<file path="src/rtl/seven_scan_animator.sv">
// Multiplexed seven-segment driver: time-sliced anodes, shared cathodes showing
// hex glyphs or a 9-frame spinner whose frame advances every FRAME_SWEEPS sweeps.
module seven_scan_animator #(
    parameter int DIGITS       = 8,
    parameter int SLOT_CYCLES  = 100000,
    parameter int BLANK_CYCLES = 16,
    parameter int FRAME_SWEEPS = 25,
    parameter int PHASE        = 1,
    parameter int ACTIVE_LOW   = 1
) (
    input  logic                  clk,
    input  logic                  rst_n,
    input  logic                  en,
    input  logic [1:0]            mode,
    input  logic [4*DIGITS-1:0]   hex_value,
    input  logic [DIGITS-1:0]     dp,
    output logic [DIGITS-1:0]     an,
    output logic [7:0]            ca,
    output logic                  frame_tick
);
    localparam int SW = (SLOT_CYCLES > 1) ? $clog2(SLOT_CYCLES) : 1;
    localparam int DW = (DIGITS > 1) ? $clog2(DIGITS) : 1;
    localparam int FW = (FRAME_SWEEPS > 1) ? $clog2(FRAME_SWEEPS) : 1;

    localparam logic [SW-1:0] SLOT_LAST   = SW'(SLOT_CYCLES - 1);
    localparam logic [SW-1:0] BLANK_END   = SW'(BLANK_CYCLES);
    localparam logic [DW-1:0] DIGIT_LAST  = DW'(DIGITS - 1);
    localparam logic [FW-1:0] SWEEP_LAST  = FW'(FRAME_SWEEPS - 1);
    localparam logic [3:0]    PHASE_STEP  = 4'(PHASE % 9);

    logic [SW-1:0]     slot_cnt_reg;
    logic [DW-1:0]     digit_reg;
    logic [FW-1:0]     sweep_reg;
    logic [3:0]        frame_reg;
    logic [3:0]        phase_acc_reg;
    logic              frame_tick_reg;
    logic [1:0]        mode_slot_reg;
    logic [3:0]        nib_slot_reg;
    logic              dp_slot_reg;
    logic [DIGITS-1:0] an_reg;
    logic [7:0]        ca_reg;

    logic              slot_start, slot_end, digit_end, sweep_end, frame_adv;
    logic [3:0]        phase_sum, phase_acc_next;
    logic [4:0]        spin_sum;
    logic [3:0]        spin_idx;
    logic [1:0]        mode_cur;
    logic [3:0]        nib_cur;
    logic              dp_cur;
    logic [DIGITS-1:0] onehot;
    logic [3:0]        nib_arr [DIGITS];
    logic [6:0]        hex_glyph;
    logic [7:0]        spin_glyph;
    logic [DIGITS-1:0] an_next;
    logic [7:0]        ca_next;

    genvar gi;
    generate
        for (gi = 0; gi < DIGITS; gi++) begin : g_digit
            assign nib_arr[gi] = hex_value[4*gi +: 4];
            assign onehot[gi]  = (digit_reg == DW'(gi));
        end
    endgenerate

    assign slot_start = (slot_cnt_reg == '0);
    assign slot_end   = (slot_cnt_reg == SLOT_LAST);
    assign digit_end  = (digit_reg == DIGIT_LAST);
    assign sweep_end  = (sweep_reg == SWEEP_LAST);
    assign frame_adv  = en & slot_end & digit_end & sweep_end;

    // digit*PHASE mod 9 tracked incrementally alongside the digit counter
    assign phase_sum      = phase_acc_reg + PHASE_STEP;
    assign phase_acc_next = (phase_sum >= 4'd9) ? phase_sum - 4'd9 : phase_sum;
    assign spin_sum       = {1'b0, frame_reg} + {1'b0, phase_acc_reg};
    assign spin_idx       = (spin_sum >= 5'd9) ? 4'(spin_sum - 5'd9) : spin_sum[3:0];

    // The slot's first cycle sees the live inputs; later cycles use the latched copy
    assign mode_cur = slot_start ? mode : mode_slot_reg;
    assign nib_cur  = slot_start ? nib_arr[digit_reg] : nib_slot_reg;
    assign dp_cur   = slot_start ? dp[digit_reg] : dp_slot_reg;

    always_comb begin
        hex_glyph = 7'h00;
        case (nib_cur)
            4'h0: hex_glyph = 7'h3F;  4'h1: hex_glyph = 7'h06;
            4'h2: hex_glyph = 7'h5B;  4'h3: hex_glyph = 7'h4F;
            4'h4: hex_glyph = 7'h66;  4'h5: hex_glyph = 7'h6D;
            4'h6: hex_glyph = 7'h7D;  4'h7: hex_glyph = 7'h07;
            4'h8: hex_glyph = 7'h7F;  4'h9: hex_glyph = 7'h6F;
            4'hA: hex_glyph = 7'h77;  4'hB: hex_glyph = 7'h7C;
            4'hC: hex_glyph = 7'h39;  4'hD: hex_glyph = 7'h5E;
            4'hE: hex_glyph = 7'h79;  4'hF: hex_glyph = 7'h71;
            default: hex_glyph = 7'h00;
        endcase
    end

    always_comb begin
        spin_glyph = 8'h00;
        case (spin_idx)
            4'd0: spin_glyph = 8'h21;  4'd1: spin_glyph = 8'h01;
            4'd2: spin_glyph = 8'h03;  4'd3: spin_glyph = 8'h30;
            4'd4: spin_glyph = 8'h40;  4'd5: spin_glyph = 8'h06;
            4'd6: spin_glyph = 8'h18;  4'd7: spin_glyph = 8'h08;
            4'd8: spin_glyph = 8'h0C;
            default: spin_glyph = 8'h00;
        endcase
    end

    always_comb begin
        an_next = '0;
        ca_next = 8'h00;
        if (en && (slot_cnt_reg >= BLANK_END)) begin
            if (mode_cur == 2'b01) begin
                an_next = onehot;
                ca_next = {dp_cur, hex_glyph};
            end else if (mode_cur == 2'b10) begin
                an_next = onehot;
                ca_next = {1'b0, spin_glyph[6:0]};
            end
        end
    end

    always_ff @(posedge clk or negedge rst_n) begin
        if (!rst_n) begin
            slot_cnt_reg   <= '0;
            digit_reg      <= '0;
            sweep_reg      <= '0;
            frame_reg      <= '0;
            phase_acc_reg  <= '0;
            frame_tick_reg <= 1'b0;
            mode_slot_reg  <= 2'b00;
            nib_slot_reg   <= 4'h0;
            dp_slot_reg    <= 1'b0;
            an_reg         <= '0;
            ca_reg         <= 8'h00;
        end else begin
            frame_tick_reg <= frame_adv;
            an_reg         <= an_next;
            ca_reg         <= ca_next;
            if (en) begin
                if (slot_start) begin
                    mode_slot_reg <= mode;
                    nib_slot_reg  <= nib_arr[digit_reg];
                    dp_slot_reg   <= dp[digit_reg];
                end
                slot_cnt_reg <= slot_end ? '0 : slot_cnt_reg + 1'b1;
                if (slot_end) begin
                    digit_reg     <= digit_end ? '0 : digit_reg + 1'b1;
                    phase_acc_reg <= digit_end ? 4'd0 : phase_acc_next;
                    if (digit_end) begin
                        sweep_reg <= sweep_end ? '0 : sweep_reg + 1'b1;
                        if (sweep_end)
                            frame_reg <= (frame_reg == 4'd8) ? 4'd0 : frame_reg + 4'd1;
                    end
                end
            end
        end
    end

    assign an         = (ACTIVE_LOW != 0) ? ~an_reg : an_reg;
    assign ca         = (ACTIVE_LOW != 0) ? ~ca_reg : ca_reg;
    assign frame_tick = frame_tick_reg;
endmodule

</file>
<file path="config.mk">
export PLATFORM = sky130hd
export DESIGN_NAME = seven_scan_animator
export DESIGN_NICKNAME = d
export VERILOG_FILES = /design/src/rtl/seven_scan_animator.sv
export SDC_FILE = /design/constraint.sdc
export NUM_CORES = 1
export LEC_CHECK = 0
export BUFFER_PORTS_ARGS = -buffer_cell sky130_fd_sc_hd__buf_2
export CORE_ASPECT_RATIO = 0.7
export CORE_MARGIN = 2
export CORE_UTILIZATION = 50
export CTS_CLUSTER_DIAMETER = 100
export DETAILED_ROUTE_END_ITERATION = 12
export GPL_ROUTABILITY_DRIVEN = 0
export PLACE_DENSITY = 0.75
export SYNTH_ARGS = -nofsm -noshare
export SYNTH_HDL_FRONTEND = slang
export SYNTH_SLANG_ARGS = --single-unit
</file>
<file path="constraint.sdc">
create_clock -name clk -period 3 [get_ports clk]
set_input_delay 0.6 -clock clk [delete_from_list [all_inputs] [get_ports clk]]
set_output_delay 0.6 -clock clk [all_outputs]
set_load 0.01 [all_outputs]
</file>
After elaboration in Yosys (flattened, before gate mapping). Memory sizes are Yosys's and may differ from the RTL's. Index checks and enable logic that the tools add are counted.

Add/sub/neg operators: 8. Magnitude comparators: 5. Equal/unequal tests: 12. Multiplexer cells: 21. Bitwise operators: 6. Reduce and logical (&&, ||, !) cells: 6.

Operator list (count): two-way mux 8 bit (5); two-way mux 4 bit (7); adder 17 x 1 -> 17 bit, second input constant (1); == test 17 bit, second input constant (1); greater-or-equal comparator 17 x 5 -> 1 bit, second input constant (1); logical NOT 17 bit (1); two-way mux 17 bit (1); inverter 8 bit (2); binary-select mux 4 bit (select 3 bit) (1); == test 3 bit, second input constant (4); adder 4 x 1 -> 4 bit, second input constant (2); greater-or-equal comparator 4 bit, second input constant (2); subtractor 4 bit, second input constant (2); two-way mux 7 bit (1); == test 3 x 2 -> 1 bit, second input constant (2); adder 4 x 4 -> 5 bit (1); adder 5 x 1 -> 5 bit, second input constant (1); == test 5 bit, second input constant (1); greater-or-equal comparator 5 x 4 -> 1 bit, second input constant (1); two-way mux 5 bit (1); == test 4 bit, second input constant (1); < comparator 3 x 4 -> 1 bit, second input constant (1); inverter 3 -> 4 bit (1); AND reduction 4 bit (1); 13 further kinds (16).

Flip-flop bits (word level): 57. Memory bits (read-only): 224. Input bits: 45. Output and inout port bits: 17. Word-level logic and storage cells: 71. Memories: 2.

Memories: (name not given) (depth 16, width 7, read ports 1, clocked after Yosys merged registers in 0, write ports 0, line 99) `case (spin_idx)`; (name not given) (depth 16, width 7, read ports 1, clocked after Yosys merged registers in 0, write ports 0, line 84) `case (nib_cur)`.

Logic depth before layout (Yosys ltp). Gate-level depths: netlist of run 1. An unclocked memory read counts as a cell.

Depth in word-level cells: 8. Depth in mapped cells: 12.

Least setup slack after synthesis of run 1. OpenSTA, ideal clock, no wires.

Path kind: reg2reg. Start: reg phase_acc_reg[0]. End: reg ca_reg[4]. Library setup time: 0.133 ns. Data arrival time: 2.910 ns. Data required time: 2.867 ns. Slack: -0.043 ns. Stages on the path, launching flop included: 13. Buffers on the path: 0. Cell sequence: dfrtp_1 -> ha_1 -> fa_1 -> inv_1 -> ha_1 -> nor4_2 -> o31ai_4 -> xnor2_1 -> inv_1 -> ha_1 -> mux2_4 -> o211ai_2 -> a21oi_2.

Cells in the longest elaborated chain, start to end: 7. Elaborated cells on any way between the ends: 8. Classes of those cells: 2 x add/sub; 1 x order compare; 4 x mux; 1 x memory.

Ends and longest elaborated chain: start, declared (line 35) `logic [3:0] phase_acc_reg;`; start signal, assigned (line 149) `phase_acc_reg <= digit_end ? 4'd0 : phase_acc_next;`; adder 4 x 4 -> 5 bit (*) (line 74) `assign spin_sum = {1'b0, frame_reg} + {1'b0, phase_acc_reg};`; subtractor 4 bit / greater-or-equal comparator 5 x 4 -> 1 bit (equally long branches) (line 75) `assign spin_idx = (spin_sum >= 5'd9) ? 4'(spin_sum - 5'd9) : spin_sum[3:0];`; two-way mux 4 bit (*) (line 75); memory read (16 x 7 bit) (*); two-way mux 7 bit (*) (line 116) `end else if (mode_cur == 2'b10) begin`; two-way mux 8 bit (*) (line 113) `if (mode_cur == 2'b01) begin`; two-way mux 8 bit (*) (line 112) `if (en && (slot_cnt_reg >= BLANK_END)) begin`; via ca_next[4] (line 55) `logic [7:0] ca_next;`; end signal, assigned (line 139) `ca_reg <= ca_next;`; end, declared (line 41) `logic [7:0] ca_reg;`.

The timed path passes the listed nets; every way through them passes the cells marked *. A chain may end at the register's enable or synchronous reset.

Worst setup path after layout of run 1.
Start: reg frame_reg[0]. End: reg ca_reg[4].

Cells in the longest elaborated chain, start to end: 7. Elaborated cells on any way between the ends: 8. Classes of those cells: 2 x add/sub; 1 x order compare; 4 x mux; 1 x memory.

Ends and longest elaborated chain: start, declared (line 34) `logic [3:0] frame_reg;`; start signal, assigned (line 153) `frame_reg <= (frame_reg == 4'd8) ? 4'd0 : frame_reg + 4'd1;`; adder 4 x 4 -> 5 bit (*) (line 74); subtractor 4 bit / greater-or-equal comparator 5 x 4 -> 1 bit (equally long branches) (line 75); two-way mux 4 bit (*) (line 75); memory read (16 x 7 bit) (*); two-way mux 7 bit (*) (line 116); two-way mux 8 bit (*) (line 113); two-way mux 8 bit (*) (line 112); via ca_next[4] (line 55).

Marked as above.

==> flow_summary.ini, run 1 <==
[placed_design]
placed_area_um2 = 4300
portBuffers = 61
dp_hpwl_um = 6400

[cells_and_area]
drive_above_1_share_pct = 24.9
antennaDiodeCount = 0
multi_input_area_um2 = 2240
final-seq-area_um2 = 1430
largest_reg_flops = 17
fillerInstances = 595
area_growth_pct = 18.5
layout.nets = 542
design_area_um2 = 4580

[synth]
syn_area_per_cell_um2 = 9.84
ys_async_sr_fraction_pct = 100
synth_ff_type = dfrtp_1
synth_nets = 466
synth_top_area_share_pct = 36.9
yosys_warnings = 0
yosysSeqAreaShare_pct = 36.9
synth_enable_flop_cells = 0
synth_common_cells = dfrtp_1 (57), inv_1 (41), nand2_1 (41)
post-synth-top-area-cell = dfrtp_1
syn-cell-area_um2 = 3870
yosys-top-cells-area = dfrtp_1 (37%), ha_1 (8.7%), mux4_1 (6.1%)
yosysMostFrequentCell = dfrtp_1
synth-seq-cells = 57
yosysUniqueCellTypes = 64
synth_cells = 393

[setup_path]
worstSetupPathType = reg -> reg
crit_path_top_delay_cell = fa_1
max_stage_delay_ns = 0.50
cp_max_fo = 3
crit_chain = ha_4, fa_1, inv_1, ha_1, nor4_4, o31ai_4, xnor2_2, inv_2, ha_1, mux2_4, o211ai_2, a21oi_2
worstPathRequired_ns = 3.22
critPathTopFamily = adder cells
crit_top_cell = ha_1
endpoint_kind = flop
r2r_end = ca_reg[4]
cp_data_arrival_time_ns = 3.11
ff2ff_path_depth = 12
r2r-start = frame_reg[0]
r2r_slack_ns = 0.11
cp-start-kind = flop
worst-path-buf-inv = 2

[power]
leakagePower_uw = 0.00218
vdd_drop_max_mv = 0.255
p_per_area_nw_per_um2 = 578

[clock_network]
htree_num_levels = 3
numCtsBuffers = 9
cts.sinks = 57
clkTransAtPathRegs_ns = 0.08
clk_latency_ns = 0.35
cts.path.max_buffers = 2
hold_buffers = 0
cts-root-buf = clkbuf_8
cts_tree = yes

[floorplanning]
rows = 26
pin_count = 62
initial_core_util_pct = 52.4
die_w_um = 109
die_y_um = 77.6
core_area_um2 = 7380
die-area_um2 = 8460

[detailed_routing]
wirelength_um = 8490
dr.pass1.iters = 4
final_antenna_net_count = 0
via_per_inst = 5.60
route.detailed.drc = 0
vias = 3202
wire_per_inst_um = 14.8
first_iter_violations = 208

[worst_hold_path]
hp-class = in -> async

[timing]
timing.hold.ws_ns = 0.250
rsz0062_at_grt = false
slew_viol_final = 0
clock_skew_ns = 0.0115
max_freq_ghz = 0.345
setup_violations = 0
fin_crit_ns = 2.89
final-hold-violation-count = 0
min_period_over_period_pct = 96.5
slew_headroom_pct = 19.8
tightestPinTransition_ns = 1.19

[global_route]
grt_pass1_wl_um = 14000
antenna_found_initial = 0
overflow = 0
grt_pass1_vias = 3049
grt_start_max_net_pins = 28
track_usage_pct = 21.4

[flow_run]
cap_violations = 0

[status]
outcome = completed
==> routing by layer <==
layer / track usage (%) / part of all wire [%] / routed length, µm
met5: 0 / 0 / 0
met4: 7.18 / 1.9 / 159
met3: 5.88 / 6.8 / 578
met2: 33.0 / 46 / 3910
met1: 29.2 / 45 / 3840
==> where the power goes <==
part           switching, µW  total [µW]  internal, µW
logic                    466         835           369
registers                102         985           883
clock network            352         828           476
total                    921        2650          1730
==> cell families after synthesis <==
logic type	count (synthesis)	synth area share, %
flops	57	36.9
xor+xnor	22	5.18
compound gates	70	12.4
buf+inv	51	5.92
fa+ha+maj	28	9.26
simple gates	137	18.5
mux	28	11.8
==> per-stage QoR <==
step | setup WS [ns] | std cells | power [µW] | setup TNS, ns | utilization (%)
6_report | 0.105 | 572 | 2650 | 0 | 62.0
5_1_grt | 0.00830 | 572 | 2810 | 0 | 62.0
4_1_cts | 0.0138 | 569 | 2660 | 0 | 61.6
3_5_place_dp | -0.0357 | 552 | 1830 | -0.0357 | 58.3
3_3_place_gp | 0.133 | 552 | 1790 | 0 | 58.3
2_1_floorplan | 0.0327 | 393 | 1620 | 0 | -
==> how the worst max path moves through the flow <==
| stage | slack [ns] | to | cells past startpoint | from |
|---|---|---|---|---|
| CTS | 0.01 | ca_reg[4] | 12 | frame_reg[0] |
| detailed placement | -0.04 | ca_reg[4] | 11 | frame_reg[0] |
| floorplan | 0.03 | ca_reg[4] | 12 | phase_acc_reg[0] |
| global placement | 0.13 | ca_reg[4] | 11 | frame_reg[0] |
| global route | 0.008 | ca_reg[4] | 12 | frame_reg[0] |
| finish | 0.11 | ca_reg[4] | 12 | frame_reg[0] |
==> area by class of cell <==
type                            count  share of cell area, %
Tap cell                           98                   2.68
Multi-Input combinational cell    285                   48.9
Timing Repair Buffer               75                   8.96
Clock buffer                        9                   2.70
Inverter                           41                   3.36
Clock inverter                      7                   2.27
Sequential cell                    57                   31.1
==> placed cells by master (no fill, tap or decap), drive strengths merged, types with 12 or more instances in the layout <==
cell type / synthesis / final
and3: 13 / 13
inv: 41 / 42
nand2: 42 / 42
dfrtp: 57 / 57
ha: 27 / 27
buf: 5 / 75
o21ai: 23 / 23
nor2: 26 / 26
nand3: 16 / 16
a21oi: 12 / 12
==> timing repair <==
| item | CTS | global route |
|---|---|---|
| resized for setup | 1 | 3 |
| setup buffers | 1 | 3 |
| endpoints found under the setup margin | 1 | 3 |
| pin swaps | 1 | 4 |
| endpoints found under the hold margin | 0 | 0 |
No activity file was read; power rests on OpenSTA's default activity.
==> run 2: changes to the inputs <==
- CORE_UTILIZATION: 50 -> 37
- PLACE_DENSITY: 0.75 -> default
==> run 2 against run 1 <==
- highest routed layer unchanged
- critical endpoint unchanged
- largest cell class unchanged
- critical path depth fell by 1
- sequential share of layout area fell by 0.49 points
- first-iteration DRC count rose by 19%
- die area rose by 33%
- global-route usage fell by 5.2 points
- clock skew fell by 0.0017 ns
- largest power group unchanged
- clock power rose by 14%
- cell count rose by 5.6%
- total power rose by 4.5%
==> flow_summary.ini, run 2 (synthesis results as in run 1) <==
[timing]
finalWorstSetupSlack_ns = 0.161
setup_violations = 0
max_freq_ghz = 0.352
tightestPinTransition_ns = 1.19
clock_skew_ns = 0.00978
rsz0062_at_grt = false
slew_viol_final = 0
final-hold-violation-count = 0
slew_headroom_pct = 19.5
setup_tns_ns = 0
min_period_over_period_pct = 94.6
timing.hold.ws_ns = 0.220
fin_crit_ns = 2.84

[status]
outcome = completed

[cells_and_area]
antennaDiodeCount = 0
drive_above_1_share_pct = 25.0
fin_cells = 604
area_growth_pct = 20.4
layout.nets = 540
largest_reg_flops = 17
final_cell_mix = buf_2 (61), dfrtp_1 (57), nand2_1 (41), inv_1 (40)
final_common_cell = buf_2

[detailed_routing]
final_antenna_net_count = 0
vias = 3077
first_iter_violations = 248
dr.pass1.iters = 4
via_per_inst = 5.09
route.detailed.drc = 0
wirelength_um = 8530
wire_per_inst_um = 14.1

[clock_network]
hold_buffers = 0
cts.sinks = 57
cts.path.max_buffers = 2
numCtsBuffers = 9
clk_latency_ns = 0.33
htree_num_levels = 3
clkTransAtPathRegs_ns = 0.06
cts-root-buf = clkbuf_16
cts_tree = yes

[power]
vdd_drop_max_mv = 0.283
leakagePower_uw = 0.00219
total_power_uw = 2770
p_per_area_nw_per_um2 = 595

[setup_path]
worstPathRequired_ns = 3.20
cp-start-kind = flop
worstSetupPathType = reg -> reg
crit_top_cell = ha_2
r2r-start = frame_reg[0]
crit_chain = ha_2, fa_1, inv_1, ha_2, nor4_4, o31ai_4, a22o_2, ha_1, mux2_4, o211ai_2, a21oi_2
endpoint_kind = flop
cp_data_arrival_time_ns = 3.04
cp_max_fo = 6
max_stage_delay_ns = 0.50
crit_path_top_delay_cell = fa_1
r2r_end = ca_reg[4]
ff2ff_path_depth = 11
r2r_slack_ns = 0.16

[placed_design]
dp_hpwl_um = 6600
portBuffers = 61
pre_cts_ws_ns = 0.0391
dp_cells = 587

[floorplanning]
die_w_um = 126
die-area_um2 = 11300
core_area_um2 = 10200
pin_count = 62
initial_core_util_pct = 37.8
rows = 31
die_y_um = 89.5

[flow_run]
cap_violations = 0

[worst_hold_path]
hp-class = in -> async

[global_route]
track_usage_pct = 16.3
antenna_found_initial = 0
use_met2_pct = 25.7
grt_pass1_vias = 2985
overflow = 0
grt.busiest_layer = met2
grt_start_max_net_pins = 21
use_met3_pct = 4.37
grt_pass1_wl_um = 14300
globalRouteMet1Util_pct = 21.8
run 2: report_power, final:
group          switching (µW)  internal (µW)
clock network             382            563
logic                     471            370
registers                98.2            884
total                     951           1820
run 2: layout make-up:
cell class | count | area, µm²
fill | 999 | 5590
multi-input combinational | 285 | 2230
sequential | 57 | 1430
timing repair buffer | 73 | 395
clock buffer | 9 | 225
tap | 132 | 165
inverter | 41 | 154
clock inverter | 7 | 55.1
run 2: critical path: cells and delay by family (launching register included):
family	cells	cell delay [ns]
multiplexers	1	0.27
buffers and inverters	1	0.06
flip-flops	1	0.40
adder cells (fa/ha/maj)	4	1.08
AND/OR/NAND/NOR	1	0.31
AO/OA/AOI/OAI	4	0.58
run 2: repair_timing:
action | CTS | global route
setup endpoints to repair | 0 | 2
hold endpoints to repair | 0 | 0
buffers inserted | 0 | 1
gates resized for setup | 0 | 5
run 2: how the worst max path moves through the flow:
stage	from	depth (start not counted)	slack, ns	end
2_1_floorplan	phase_acc_reg[0]	12	0.03	ca_reg[4]
3_3_place_gp	frame_reg[0]	11	0.12	ca_reg[4]
3_5_place_dp	frame_reg[0]	11	0.04	ca_reg[4]
4_1_cts	frame_reg[0]	11	0.03	ca_reg[4]
5_1_grt	digit_reg[1]	7	0.0005	ca_reg[4]
6_report	frame_reg[0]	11	0.16	ca_reg[4]
run 2: layer usage:
| metal | vias up | part of all wire [%] |
|---|---|---|
| met5 | - | 0 |
| met4 | 0 | 1.3 |
| met3 | 8 | 6.1 |
| met2 | 89 | 44 |
| met1 | 1441 | 49 |
| li1 | 1539 | - |
run 2: per-stage QoR:
stage,util [%],cell area (µm²)
2_1_floorplan,-,3870
3_3_place_gp,42.5,4350
3_5_place_dp,42.5,4350
4_1_cts,45.2,4630
5_1_grt,45.5,4650
6_report,45.5,4650
==> run 3: changes to the inputs <==
- clock period: 3 -> 3.03 ns (I/O delays scaled with it)
==> run 3 against run 2 <==
- critical path depth did not move
- total power rose by 4.4%
- cell count rose by 0.33%
- clock-buffer cell count rose by 1
- non-clock buffer count rose by 2
- clock power rose by 13%
- die area did not move
- critical endpoint unchanged
- largest power group is now clock
- utilization rose by 0.46 points
- maximum frequency fell by 1.1%
- largest cell class unchanged
==> flow_summary.ini, run 3 (synthesis results as in run 1) <==
[power]
p_per_area_nw_per_um2 = 615
leakagePower_uw = 0.00222
vdd_drop_max_mv = 0.283

[timing]
slew_headroom_pct = 52.3
min_period_over_period_pct = 94.8
slew_viol_final = 0
tightestPinTransition_ns = 0.716
rsz0062_at_grt = false
setup_tns_ns = 0
max_freq_ghz = 0.348
setup_violations = 0
final-hold-violation-count = 0
fin_crit_ns = 2.87
clock_skew_ns = 0.00848

[clock_network]
clkTransAtPathRegs_ns = 0.06
cts_tree = yes
cts.sinks = 57
clk_latency_ns = 0.33
cts-root-buf = clkbuf_16
numCtsBuffers = 9
hold_buffers = 0
cts.path.max_buffers = 2
htree_num_levels = 3

[global_route]
overflow = 0
grt_pass1_wl_um = 14900
track_usage_pct = 16.8
grt_pass1_vias = 3108
antenna_found_initial = 0
grt_start_max_net_pins = 30

[setup_path]
r2r_end = ca_reg[4]
worstPathRequired_ns = 3.23
endpoint_kind = flop
cp_data_arrival_time_ns = 3.07
worstSetupPathType = reg -> reg
crit_path_start = frame_reg[0]
ff2ff_path_depth = 11
cp_max_fo = 6
r2r-start = frame_reg[0]
cp-start-kind = flop
r2r_slack_ns = 0.16

[detailed_routing]
dr.pass1.iters = 4
first_iter_violations = 176
wirelength_um = 8690
route.detailed.drc = 0
via_per_inst = 5.20
final_antenna_net_count = 0
vias = 3151
wire_per_inst_um = 14.3

[floorplanning]
pin_count = 62
rows = 31
core_area_um2 = 10200
initial_core_util_pct = 37.8
die_w_um = 126
die-area_um2 = 11300
die_y_um = 89.5

[cells_and_area]
antennaDiodeCount = 0
fillerInstances = 986
final_cell_mix = buf_2 (62), dfrtp_1 (57), nand2_1 (41), inv_1 (40), ha_1 (26)
multi_input_area_um2 = 2240
final-seq-area_um2 = 1430
area_growth_pct = 21.6
drive_above_1_share_pct = 25.1
largest_reg_flops = 17
layout.nets = 542
final_common_cell = buf_2
design_area_um2 = 4700

[worst_hold_path]
hp-class = in -> async

[flow_run]
cap_violations = 0

[placed_design]
dp_hpwl_um = 6520
placed_area_um2 = 4350
portBuffers = 61

[status]
outcome = completed
-- run 3: stage by stage --
step	setup slack (ns)	total power (µW)	util [%]	hold WS (ns)	instances
4_1_cts	0.0700	2910	45.5	0.349	603
5_1_grt	0.0144	3090	45.9	0.375	606
6_report	0.158	2890	45.9	0.330	606
2_1_floorplan	0.0627	1600	-	0.310	393
3_5_place_dp	0.0675	1820	42.5	0.480	587
3_3_place_gp	0.155	1790	42.5	0.467	587
-- run 3: cell type report --
type,instances,share of cell area [%]
Clock inverter,6,1.76
Tap cell,132,3.51
Timing Repair Buffer,75,8.67
Clock buffer,10,4.87
Multi-Input combinational cell,285,47.6
Sequential cell,57,30.3
Inverter,41,3.27
-- run 3: worst max-delay path, stage by stage, from the launching register on --
cell,delay [ns]
dfrtp_1,0.41
ha_2,0.22
fa_1,0.50
inv_1,0.06
ha_1,0.21
nor4_4,0.32
o31ai_4,0.11
a22o_2,0.27
ha_1,0.20
mux2_4,0.26
o211ai_2,0.15
a21oi_2,0.04
-- run 3: timing repair --
| action | 4_1_cts | 5_1_grt |
|---|---|---|
| gates resized for setup | 0 | 5 |
| endpoints found under the setup margin | 0 | 3 |
| setup buffers | 0 | 2 |
-- run 3: per-layer routing --
layer	wire, µm	vias to the layer above	share of wire, %	global-route usage (%)
li1	-	1553	-	-
met1	4320	1501	50	22.6
met3	438	5	5.0	4.07
met4	76	0	0.87	4.80
met2	3850	92	44	27.5
met5	0	-	0	0
-- run 3: how the worst max path moves through the flow --
stage	endpoint	slack (ns)	cells after the start
final	ca_reg[4]	0.16	11
after global routing	ca_reg[4]	0.01	11
after CTS	ca_reg[4]	0.07	11
after detailed placement	ca_reg[4]	0.07	11
after global placement	ca_reg[4]	0.15	11
after floorplan	ca_reg[4]	0.06	12
-- run 3: power by group --
group          internal, µW  switching (µW)
clock network           715             360
registers               876            97.5
logic                   373             470
total                  1960             927
